File: src/rtl/demux_rr_dispatcher.sv
// Round-robin 1:4 dispatcher: one word in, delivered to the next channel in turn.
// Optional DEMUX_RR_SKIP_BUSY_EN retargets a stalled word to the next ready channel.
module demux_rr_dispatcher (
  input  logic       clk,
  input  logic       rst,
  input  logic [3:0] I,
  input  logic       in_valid,
  output logic       in_ready,
  output logic [3:0] A,
  output logic [3:0] B,
  output logic [3:0] C,
  output logic [3:0] D,
  output logic [3:0] out_valid,
  input  logic [3:0] out_ready,
  output logic [1:0] S,
  output logic [7:0] disp_cnt
);

  typedef enum logic {IDLE, SEND} state_t;

  state_t     state, state_nx;
  logic [3:0] hold, hold_nx;
  logic [1:0] ptr, ptr_nx;
  logic [1:0] s_q, s_nx;
  logic [7:0] cnt, cnt_nx;

`ifdef DEMUX_RR_SKIP_BUSY_EN
  function automatic logic [1:0] next_ready(
    input logic [1:0] s,
    input logic [3:0] r
  );
    logic [1:0] c;
    next_ready = s;
    for (int k = 3; k >= 1; k--) begin
      c = s + 2'(k);
      if (r[c]) next_ready = c;
    end
  endfunction
`endif

  // State and datapath registers
  always_ff @(posedge clk or posedge rst) begin
    if (rst) begin
      state <= IDLE;
      hold  <= 4'd0;
      ptr   <= 2'd0;
      s_q   <= 2'd0;
      cnt   <= 8'd0;
    end else begin
      state <= state_nx;
      hold  <= hold_nx;
      ptr   <= ptr_nx;
      s_q   <= s_nx;
      cnt   <= cnt_nx;
    end
  end

  // Next-state: capture in IDLE, complete or wait in SEND
  always_comb begin
    state_nx = state;
    hold_nx  = hold;
    ptr_nx   = ptr;
    s_nx     = s_q;
    cnt_nx   = cnt;
    unique case (state)
      IDLE: begin
        if (in_valid) begin
          hold_nx  = I;
          s_nx     = ptr;
          state_nx = SEND;
        end
      end
      SEND: begin
        if (out_ready[s_q]) begin
          ptr_nx   = s_q + 2'd1;
          cnt_nx   = cnt + 8'd1;
          state_nx = IDLE;
        end else begin
`ifdef DEMUX_RR_SKIP_BUSY_EN
          if (|out_ready) s_nx = next_ready(s_q, out_ready);
`endif
        end
      end
      default: state_nx = IDLE;
    endcase
  end

  // Output decode: demux the held word onto the selected channel
  always_comb begin
    in_ready  = (state == IDLE) && !rst;
    out_valid = 4'b0000;
    A = 4'd0;
    B = 4'd0;
    C = 4'd0;
    D = 4'd0;
    if (state == SEND) begin
      out_valid[s_q] = 1'b1;
      unique case (s_q)
        2'd0: A = hold;
        2'd1: B = hold;
        2'd2: C = hold;
        2'd3: D = hold;
        default: ;
      endcase
    end
  end

  assign S        = s_q;
  assign disp_cnt = cnt;

endmodule

File: config.mk
export PLATFORM = sky130hd
export DESIGN_NAME = demux_rr_dispatcher
export DESIGN_NICKNAME = d
export VERILOG_FILES = /design/src/rtl/demux_rr_dispatcher.sv
export SDC_FILE = /design/constraint.sdc
export NUM_CORES = 1
export LEC_CHECK = 0
export ABC_AREA = 0
export CAP_MARGIN = 20
export CORE_MARGIN = 10
export CORE_UTILIZATION = 39
export DETAILED_ROUTE_END_ITERATION = 10
export DONT_BUFFER_PORTS = 1
export PLACE_DENSITY = 0.51
export SLEW_MARGIN = 20
export SYNTH_ARGS = -nofsm -noshare
export SYNTH_HDL_FRONTEND = slang
export SYNTH_SLANG_ARGS = --single-unit
export TNS_END_PERCENT = 5
File: constraint.sdc
create_clock -name clk -period 1.75 [get_ports clk]
set_input_delay 0.35 -clock clk [delete_from_list [all_inputs] [get_ports clk]]
set_output_delay 0.35 -clock clk [all_outputs]
set_load 0.005 [all_outputs]
# Word level (Yosys, flattened, before mapping)
# Cells that the tools add are included.
[op_classes] mux=16 n_lt_le_gt_ge=2 eq_ne=3 addsub=2 bitwise_logic=1 n_reduce_logical=6
[ops] cell="4-bit two-way mux" count=9
[ops] cell="8-bit by 1-bit adder with 8-bit output, second input constant" count=1
[ops] cell="2-bit == test, second input constant" count=2
[ops] cell="1-bit two-way mux" count=4
[ops] cell="2-bit AND reduction" count=2
[ops] cell="2-bit by 3-bit < comparator with 1-bit output, second input constant" count=1
[ops] cell="2-bit by 1-bit adder with 2-bit output, second input constant" count=1
[ops] cell="1-bit binary-select mux with 2-bit select" count=1
[ops] cell="1-bit demux with 2-bit select" count=1
[ops] cell="2-bit by 1-bit == test with 1-bit output, second input constant" count=1
[ops] cell="2-bit by 1-bit >= comparator with 1-bit output, second input constant" count=1
[ops] cell="1-bit logical AND" count=2
[ops] cell="2-bit zero test" count=1
[ops] cell="1-bit one-hot mux with 2 select lines" count=1
[ops] cell="1-bit zero test" count=1
[ops] cell="1-bit NOT" count=1
[word_totals] register_bits=17 wordCells=35 inputBits=11

# Longest topological paths before layout
[logic_depth] ltp_word=5 mapped_depth=4 depth_no_buf=4

# Least setup slack after synthesis
# OpenSTA, ideal clock, no wires.
[synth_path] kind="reg2reg" startpoint="register s_q[1], in the netlist S[1]" endpoint="register cnt[1], in the netlist disp_cnt[1]" setup_ns=0.125 path_slack_ns=0.396 path_buffers=0 arrival_time_ns=1.229 stages_incl_launch_ff=4 required_time_ns=1.625 period_less_slack_ns=1.354 cell_sequence="dfrtp_1 mux2i_1 o2bb2ai_4 mux2_2"
[synth_between] elab_chain_cells=3
[synth_rtl] item="start, declared" line="24" rtl="logic [1:0] s_q, s_nx;"
[synth_rtl] item="start signal, assigned" line="53" rtl="s_q <= s_nx;"
[synth_rtl] item="1-bit binary-select mux with 2-bit select" line="74" rtl="if (out_ready[s_q]) begin"
[synth_rtl] item="1-bit two-way mux (implied by the code)" line="74"
[synth_rtl] item="2-bit AND reduction (no source line)"
[synth_rtl] item="end signal, assigned" line="54" rtl="cnt <= cnt_nx;"
[synth_rtl] item="end, declared" line="25" rtl="logic [7:0] cnt, cnt_nx;"
# No other way between the ends. The select of a mux whose other input is x is not followed.
# A chain may end at the register's enable or synchronous reset.

# Worst setup path in the final report
[layout_path] startpoint="register s_q[0], in the netlist S[0]" endpoint="output A[0]"
[layout_between] elab_chain_cells=3
[layout_rtl] item="2-bit zero test" line="98" rtl="unique case (s_q)"
[layout_rtl] item="4-bit two-way mux" line="98"
[layout_rtl] item="4-bit two-way mux" line="96" rtl="if (state == SEND) begin"
[layout_rtl] item="end, declared" line="9" rtl="output logic [3:0] A,"
# No other way between the ends.

==> metrics.txt <==
status completed; synthesized net count between 100 and 150; worst-case clock buffer depth 2; TritonCTS clock tree built; reg-to-reg endpoint disp_cnt[1]; slowest stage delay, CP between 400 and 500 ps; cts bufs inserted 3; Vias approximately 640; Final Max Tran Viols 0; first-pass GRT wire length roughly 3200 µm; crit path max fanout 6; WL final around 2100 µm; Cell Area, Synth 935 µm²; Seq cells post-synth 17; min-delay worst type primary input to asynchronous set/reset pin; core footprint about 2300 µm²; final net count ~110; period utilization 0.941; Setup crit end kind output pin; Tmin final 1650 ps; # IOs between 40 and 50; Max H-tree Level 1; CTS root buf clkbuf_4; worst reg2reg startpoint S[1]; syn avg cell area around 11 µm²; drt drc 0; Worst EP required around 1400 ps; DR pass1 iterations 4; Yosys Warn Count 0; Post-Syn Instances between 80 and 90; dpl hpwl approximately 1700 µm; # rows 17; Fin. Hold Viols 0; GRT Residual Overflow 0; actual slew at the worst max-slew pin between 600 and 700 ps; Final Setup Violations 0; max cap viols 0; worst setup path class flop to output pin; Fin Clk Skew between 10 and 15 ps; critical-path cell list inv_1 > ha_2 > and3_1; vias in the first global route 650; Initial Util 0.415; GRT Util Overall 0.0901; Worst-Skew Late Latency ~290 ps; final instance area 1010 µm²; Fin Hold WS 14.6 ps; die area ~4800 µm²; commonest cells after routing, fill and taps aside 18 x and3_1, 15 x dfrtp_1, 6 x mux2_2, 6 x xnor2_1; Die Span Y 69.0 µm; Clock Sinks 17; worst r2r path cells 3; initial antenna violation count 0; Pwr per Cell Area around 1700 nW/µm²; share of the synthesized area in the top cell type 0.455; crit path DAT between 1000 and 1500 ps; RSZ-0062 raised after global routing false; share of layout cells above drive strength 1 0.200; Area growth, synth to finish 7.76%; vias per inst 5.45; # port buffers 0; Rel. slew slack 0.578; most common cell after layout, fill and taps aside and3_1; Post-CTS Repair Setup Buffers 0; Area contributors post-synth dfrtp_1 46%, and3_1 12%, mux2_2 7.2%; leakage ~0.00049 µW; Yosys top cell by area dfrtp_1; reg-to-reg slack, setup between 200 and 300 ps; Seq/Total Area, Yosys 0.455; post-route insts no fill around 120; peak supply drop approximately 0.00079 V; Final Util 0.447; final RePlAce weighted congestion between 0.7 and 0.8; Synth cell types 21; Die X between 60 and 70 µm; Max Fclk 0.607 GHz; CP max-delay cell dfrtp_2; ANT cells 0; initial drt markers 26; CTS clk-pin slew, worst paths around 100 ps; TNS Setup 0 ps; Fillers 240; placed inst area 973 µm²; Worst Setup Start Kind flop; WL/cell between 15 and 20 µm; dpl cells 114; largest net degree at the start of global routing 18; ANT nets after route 0
[final cells by class]
cell class                 count  area [µm²]  area share
sequential                    17         428       0.425
clock buffer                   4        26.3      0.0261
inverter                       3        11.3      0.0112
timing repair buffer           2        15.0      0.0149
multi-input combinational     64         492       0.488
tap                           28        35.0      0.0348
[report_power, final]
group	total [µW]	switching [µW]	internal [µW]
sequential	814	241	574
clock	207	119	88.6
combinational	734	374	360
[kinds of logic (layout without fill, tap and decap cells)]
logic type               Yosys count  after routing  share of synthesized area
AND/OR/NAND/NOR                   40             40                      0.244
flip-flops                        17             17                      0.455
multiplexers                       8              8                     0.0991
XOR/XNOR                           7              7                     0.0656
buffers and inverters              6              9                     0.0241
adder cells (fa/ha/maj)            5              5                     0.0669
AO/OA/AOI/OAI                      4              4                     0.0455
[sequential cells by signal (all words and copies together), names as in the netlist]
register,flops
disp_cnt,8
ptr,2
hold,4
S,2
state,1
[metrics by stage]
| step | total power, µW | setup WS [ps] |
|---|---|---|
| floorplan | 1350 | 396 |
| global placement | 1530 | 304 |
| detailed placement | 1570 | 254 |
| CTS | 1780 | 31.3 |
| global route | 1940 | 16.5 |
| finish | 1760 | 104 |
[worst max-delay path, delay by kind of cell, from the launching register on]
kind	cells	cell delay, ps
fa+ha+maj	1	230
simple gates	1	190
flops	1	460
buf+inv	1	130
[metal layers]
layer | routed length, µm | vias up | GRT usage
li1 | - | 307 | -
met1 | 733 | 302 | 0.0878
met4 | 40 | 0 | 0.0517
met5 | 0 | - | 0
met2 | 1010 | 29 | 0.154
met3 | 343 | 5 | 0.0419
[synth_stat cells]
cell       count
and3_1        18
dfrtp_1       17
mux2_2         6
xnor2_1        6
and2_1         5
ha_1           5
nor2_1         5
nand2_1        4
clkbuf_1       3
inv_1          3
nand3_1        3
nand4_1        2
o21ai_0        2
a21oi_1        1
and2b_1        1
and4_1         1
mux2_4         1
mux2i_1        1
nor2b_1        1
o2bb2ai_4      1
xor2_1         1
[how the worst max path moves through the flow]
stage / start / endpoint / cells after the start
after floorplan: S[1] / disp_cnt[1] / 3
after global placement: S[1] / disp_cnt[1] / 3
after detailed placement: S[1] / disp_cnt[1] / 3
after CTS: S[1] / A[3] / 3
after global routing: S[0] / C[2] / 3
final: S[0] / A[0] / 3
[timing repair]
item / in CTS / in global routing
resized for setup: 1 / 4
hold buffers: 0 / 0
setup endpoints to repair: 6 / 11
Power figures use the tool's default switching activity.
